[config.mk]
export PLATFORM = sky130hd
export DESIGN_NAME = trng_collector
export DESIGN_NICKNAME = d
export VERILOG_FILES = /design/src/rtl/trng_pkg.sv /design/src/rtl/trng_rct.sv /design/src/rtl/trng_collector.sv
export SDC_FILE = /design/constraint.sdc
export NUM_CORES = 1
export LEC_CHECK = 0
export ABC_AREA = 1
export CAP_MARGIN = 0
export CORE_ASPECT_RATIO = 1.5
export CORE_MARGIN = 10
export CORE_UTILIZATION = 45
export DETAILED_ROUTE_END_ITERATION = 6
export PLACE_DENSITY = 0.68
export SLEW_MARGIN = 20
export SYNTH_ARGS = -nofsm -noshare
export SYNTH_HDL_FRONTEND = slang
export SYNTH_SLANG_ARGS = --single-unit
[constraint.sdc]
create_clock -name clk -period 2.9 [get_ports clk]
set_input_delay 0.435 -clock clk [delete_from_list [all_inputs] [get_ports clk]]
set_output_delay 0.435 -clock clk [all_outputs]
set_load 0.05 [all_outputs]
[src/rtl/trng_pkg.sv]
// Shared types and sizing helpers for the TRNG collector (trng_collector, trng_rct).
package trng_pkg;

    typedef enum logic [1:0] {
        IDLE    = 2'd0,
        WARMUP  = 2'd1,
        COLLECT = 2'd2
    } trng_state_t;

    localparam int DEF_WORD_WIDTH    = 32;
    localparam int DEF_SAMPLE_DIV    = 4;
    localparam int DEF_WARMUP_CYCLES = 256;
    localparam int DEF_RCT_CUTOFF    = 16;

    // Bits needed to hold the values 0..max_val; never narrower than one bit.
    function automatic int cnt_w(input int max_val);
        return (max_val < 2) ? 1 : $clog2(max_val + 1);
    endfunction

endpackage

[src/rtl/trng_rct.sv]
// Repetition-count health test on raw TRNG samples; fail is sticky until clear.
module trng_rct
    import trng_pkg::*;
#(
    parameter int RCT_CUTOFF = DEF_RCT_CUTOFF
) (
    input  logic clk,
    input  logic reset,
    input  logic clear,
    input  logic sample_valid,
    input  logic sample,
    output logic fail
);

    localparam int CW = cnt_w(RCT_CUTOFF);

    logic [CW-1:0] run_q, run_d;
    logic          prev_q, prev_d;
    logic          fail_q, fail_d;

    always_comb begin
        // NOTE: every variable gets a default first so no path can infer a latch.
        run_d  = run_q;
        prev_d = prev_q;
        fail_d = fail_q;
        if (clear) begin
            run_d  = '0;
            prev_d = 1'b0;
            fail_d = 1'b0;
        end else if (sample_valid) begin
            prev_d = sample;
            // A zero count means no previous sample yet, so the run restarts.
            if (run_q == '0 || sample != prev_q) begin
                run_d = CW'(1);
            end else if (run_q != CW'(RCT_CUTOFF)) begin
                run_d = run_q + 1'b1;
            end
            if (run_d == CW'(RCT_CUTOFF)) begin
                fail_d = 1'b1;
            end
        end
    end

    always_ff @(posedge clk) begin
        // NOTE: sequential state uses non-blocking assignments only.
        if (reset) begin
            run_q  <= '0;
            prev_q <= 1'b0;
            fail_q <= 1'b0;
        end else begin
            run_q  <= run_d;
            prev_q <= prev_d;
            fail_q <= fail_d;
        end
    end

    assign fail = fail_q;

endmodule

[src/rtl/trng_collector.sv]
// TRNG consumer: warm-up, strobed sampling, RCT health test, optional debias, word packing.
// Define TRNG_COLLECTOR_VON_NEUMANN_EN to debias sample pairs; otherwise every sample is packed.
module trng_collector
    import trng_pkg::*;
#(
    parameter int WORD_WIDTH    = DEF_WORD_WIDTH,
    parameter int SAMPLE_DIV    = DEF_SAMPLE_DIV,
    parameter int WARMUP_CYCLES = DEF_WARMUP_CYCLES,
    parameter int RCT_CUTOFF    = DEF_RCT_CUTOFF
) (
    input  logic                  clk,
    input  logic                  reset,
    input  logic                  enable,
    output logic                  trng_en,
    input  logic                  raw_bit,
    output logic                  rd_valid,
    input  logic                  rd_ready,
    output logic [WORD_WIDTH-1:0] rd_data,
    output logic                  health_fail
);

    localparam int WMW = cnt_w(WARMUP_CYCLES - 1);
    localparam int DVW = cnt_w(SAMPLE_DIV);
    localparam int BCW = cnt_w(WORD_WIDTH);

    trng_state_t           state_q, state_d;
    logic [WMW-1:0]        warm_q, warm_d;
    logic [DVW-1:0]        div_q, div_d;
    logic [BCW-1:0]        bits_q, bits_d;
    logic [WORD_WIDTH-1:0] shift_q, shift_d;
    logic [WORD_WIDTH-1:0] data_q, data_d;
    logic                  valid_q, valid_d;

    logic                  strobe;
    logic                  emit;
    logic                  emit_bit;
    logic                  drain;
    logic                  out_free;
    logic                  rct_clear;
    logic [WORD_WIDTH-1:0] shift_next;

    always_comb begin
        state_d = state_q;
        warm_d  = warm_q;
        if (!enable) begin
            state_d = IDLE;
            warm_d  = '0;
        end else begin
            case (state_q)
                IDLE: begin
                    state_d = WARMUP;
                    warm_d  = '0;
                end
                WARMUP: begin
                    if (warm_q == WMW'(WARMUP_CYCLES - 1)) begin
                        state_d = COLLECT;
                        warm_d  = '0;
                    end else begin
                        warm_d = warm_q + 1'b1;
                    end
                end
                COLLECT: state_d = COLLECT;
                default: state_d = IDLE;
            endcase
        end
    end

    assign trng_en   = (state_q != IDLE);
    assign rct_clear = (state_q == IDLE) && enable;

    // The divider sits at 0 on entry to COLLECT, so the first strobe lands SAMPLE_DIV cycles in.
    assign strobe = enable && (state_q == COLLECT) && (div_q == DVW'(SAMPLE_DIV));

    always_comb begin
        div_d = '0;
        if (enable && state_q == COLLECT) begin
            div_d = strobe ? DVW'(1) : div_q + 1'b1;
        end
    end

`ifdef TRNG_COLLECTOR_VON_NEUMANN_EN
    logic pair_q, pair_d;
    logic first_q, first_d;

    always_comb begin
        pair_d  = pair_q;
        first_d = first_q;
        if (!enable) begin
            pair_d = 1'b0;
        end else if (strobe) begin
            pair_d = ~pair_q;
            if (!pair_q) begin
                first_d = raw_bit;
            end
        end
    end

    always_ff @(posedge clk) begin
        if (reset) begin
            pair_q  <= 1'b0;
            first_q <= 1'b0;
        end else begin
            pair_q  <= pair_d;
            first_q <= first_d;
        end
    end

    // 10 emits 1 and 01 emits 0, i.e. the first sample of a differing pair.
    assign emit     = strobe && pair_q && (first_q != raw_bit);
    assign emit_bit = first_q;
`else
    assign emit     = strobe;
    assign emit_bit = raw_bit;
`endif

    assign drain      = valid_q && rd_ready;
    assign out_free   = (!valid_q || rd_ready) && !health_fail;
    assign shift_next = {shift_q[WORD_WIDTH-2:0], emit_bit};

    always_comb begin
        shift_d = shift_q;
        bits_d  = bits_q;
        data_d  = data_q;
        valid_d = valid_q;
        if (drain) begin
            valid_d = 1'b0;
        end
        if (!enable) begin
            bits_d  = '0;
            valid_d = 1'b0;
        end else if (bits_q == BCW'(WORD_WIDTH)) begin
            // A completed word is parked in the shift register; new bits are dropped.
            if (out_free) begin
                data_d  = shift_q;
                valid_d = 1'b1;
                bits_d  = '0;
            end
        end else if (emit) begin
            shift_d = shift_next;
            if (bits_q == BCW'(WORD_WIDTH - 1)) begin
                if (out_free) begin
                    data_d  = shift_next;
                    valid_d = 1'b1;
                    bits_d  = '0;
                end else begin
                    bits_d = BCW'(WORD_WIDTH);
                end
            end else begin
                bits_d = bits_q + 1'b1;
            end
        end
    end

    always_ff @(posedge clk) begin
        if (reset) begin
            state_q <= IDLE;
            warm_q  <= '0;
            div_q   <= '0;
            bits_q  <= '0;
            shift_q <= '0;
            data_q  <= '0;
            valid_q <= 1'b0;
        end else begin
            state_q <= state_d;
            warm_q  <= warm_d;
            div_q   <= div_d;
            bits_q  <= bits_d;
            shift_q <= shift_d;
            data_q  <= data_d;
            valid_q <= valid_d;
        end
    end

    trng_rct #(
        .RCT_CUTOFF(RCT_CUTOFF)
    ) u_rct (
        .clk         (clk),
        .reset       (reset),
        .clear       (rct_clear),
        .sample_valid(strobe),
        .sample      (raw_bit),
        .fail        (health_fail)
    );

    assign rd_valid = valid_q;
    assign rd_data  = data_q;

endmodule

==> flow_summary.toml <==
[clock_tree]
clock-root-buffer = "clkbuf_16"
cts_tree = "yes"
cts_repair_resize_count = 0
cts_made_buffers = 9
clock_sinks = 91
post_cts_buffers = 0
cts_max_level = 3
clk_transition_reported_paths_ns = 0.06
clockBufferDepth = 2
clock_latency_ns = 0.34
ctsHoldBuffers = 0

[timing]
worstMarginPinSlew_ns = 0.549
fmax_ghz = 0.436
hold_viol = 0
setup_viol = 0
min_period_over_period_pct = 79.1
period_minus_slack_ns = 2.29
slew_viol_final = 0
fin_tns_setup_ns = 0
rsz0062_at_grt = "false"
slew_headroom_pct = 63.4
clock_skew_ns = 0.00484

[global_routing]
grt_max_degree = 64
grt_pass1_wl_mm = 16.3
grt_pass1_vias = 3664
grt_use_total_pct = 13.6
antenna_found_initial = 0
grt-ovfl-total = 0

[routing]
ant_nets = 0
drc = 0
wl_mm = 9.38
vias = 3862
wire_per_inst_um = 12.1
drt_iter0_drc = 177
viasPerCell = 4.96
dr.pass1.iters = 4

[yosys]
synthesis.area_um2 = 4360
postSynthAreaPerCell_um2 = 6.88
synthArstFlopShare_pct = 0
ys.flop_type = "dfxtp_1"
yosysSeqAreaShare_pct = 41.8
post_synth_num_cell_types = 32
synth_area_leaders = "dfxtp_1 42%, nand2_1 15%, nor2_1 12%"
synth_top_area_cell = "dfxtp_1"
synth_warnings = 0
synth.top_cell.area_share_pct = 41.8
ys_seq_elements = 91
ys_top_cells_by_count = "178 x nand2_1, 136 x nor2_1, 91 x dfxtp_1"
yosysMostFrequentCell = "nand2_1"
syn_nets = 648
synth-edff-count = 0
syn_inst = 633

[floorplanning]
die_h_um = 140
core_area_um2 = 9360
start_util_pct = 46.5
row_count = 43
fp.dieW_um = 100
die-area_um2 = 14100
boundaryPins = 40

[power_and_ir_drop]
p_seq_share_pct = 51.3
p_leak_uw = 0.00201
internal-power_uw = 1930
combPwrFrac_pct = 3.6
power_switching_share_pct = 21.0
netSwitchingPower_uw = 513
irDropWorstVdd_v = 0.000319
clockPowerShare_pct = 45.1
power_density_nw_per_um2 = 481

[placement]
gp_congestion = 0.846
hpwl_mm = 6.43
placed_area_um2 = 4810
port-buffer-count = 39

[cells_and_area]
drive_above_1_share_pct = 6.76
nets = 679
fillers = 936
area_growth_pct = 16.7
fin_area_um2 = 5080
antenna_cells = 0
postLayoutCoreUtil_pct = 54.3

[worst_setup_path]
critPathLaunch = "state_q[0]"
rrSetupSlack_ns = 0.92
worstPathArrival_ns = 1.86
path_max_fanout = 3
r2r_start = "bits_q[0]"
crit_type = "reg -> out"
required_ns = 2.47
end_kind = "output port"
critPathLaunchType = "flop"

[outcome]
status = "completed"

[worst_hold_path]
min_from = "rd_data[2]"
hp-class = "reg -> reg"

[run]
drv_cap = 0
## through the flow
step                      std cells  worst slack (ns)  hold WS, ns  power (uW)
after floorplan                 633              1.23        0.442        1340
after global placement          765             0.525        0.466        1370
after detailed placement        765             0.496        0.472        1370
after CTS                       778             0.576        0.485        2490
after global routing            778             0.507        0.507        2550
final                           778             0.605        0.481        2440
## final cells by class
type / instances / area, um^2 / area share [%]
inverters: 37 / 139 / 2.73
multi-input cells: 478 / 2260 / 44.5
clock buffers: 10 / 229 / 4.51
repair buffers: 47 / 450 / 8.86
flip-flops and latches: 91 / 1820 / 35.8
well taps: 112 / 140 / 2.76
clock inverters: 3 / 42.5 / 0.837
## power by group through the flow
stage | Combinational, uW | Clock (uW) | Sequential (uW)
2_1_floorplan | 62.1 | 0 | 1280
3_3_place_gp | 87.8 | 0 | 1280
3_5_place_dp | 88.9 | 0 | 1280
4_1_cts | 89.3 | 1140 | 1250
5_1_grt | 102 | 1200 | 1250
6_report | 88.1 | 1100 | 1250
## path summary, 6_finish.rpt
check                 to  depth (start not counted)
max              trng_en                          4
min           rd_data[2]                          2
max reg2reg  rd_data[10]                          9
min reg2reg   rd_data[2]                          2
## flip-flops by register name (all words and copies together) (netlist names), 2 cells and up
| signal | count |
|---|---|
| bits_q | 6 |
| div_q | 3 |
| rd_data | 32 |
| shift_q | 32 |
| state_q | 2 |
| u_rct.run_q | 5 |
| warm_q | 8 |
## metal layers
metal	wire (um)	share of wire (%)	GRT usage, %
met5	0	0	0
met4	184	2.0	6.27
met3	364	3.9	3.59
met2	4720	50	23.9
met1	4110	44	14.7
## worst max-delay path: stages (launching register included)
cell and delay, ns:
dfxtp_1 0.35, inv_1 0.07, ha_1 0.23, inv_1 0.08, clkdlybuf4s50_1 0.80
## kinds of logic (layout without fill, tap and decap cells)
| kind of cell | after synthesis | after routing | share of synthesized area (%) |
|---|---|---|---|
| buffers and inverters | 64 | 97 | 6.29 |
| and+or+nand+nor | 388 | 388 | 39.2 |
| AOI/OAI and AO/OA | 77 | 77 | 9.19 |
| DFF | 91 | 91 | 41.8 |
| xor gates and xnor gates | 3 | 3 | 0.603 |
| adders and majority gates | 10 | 10 | 2.87 |
## cells in the final DEF, fill, tap and decap left out, drive strengths merged
cell type      synthesis  routed
xnor2                  2       2
a211oi                 2       2
dfxtp                 91      91
clkdlybuf4s50          0      39
and2                   1       1
nor2                 153     153
o22ai                  1       1
o21ai                 46      46
xor2                   1       1
nand4                  2       2
clkinv                 2       3
inv                   35      35
a21oi                 26      26
nor3                   4       4
clkbuf                12      10
o21a                   1       1
nand3                 13      13
o211ai                 1       1
bufinv                 0       1
nand3b                34      34
ha                    10      10
clkinvlp               0       1
buf                   15       8
nand2                181     181
Power figures use the tool's default switching activity.
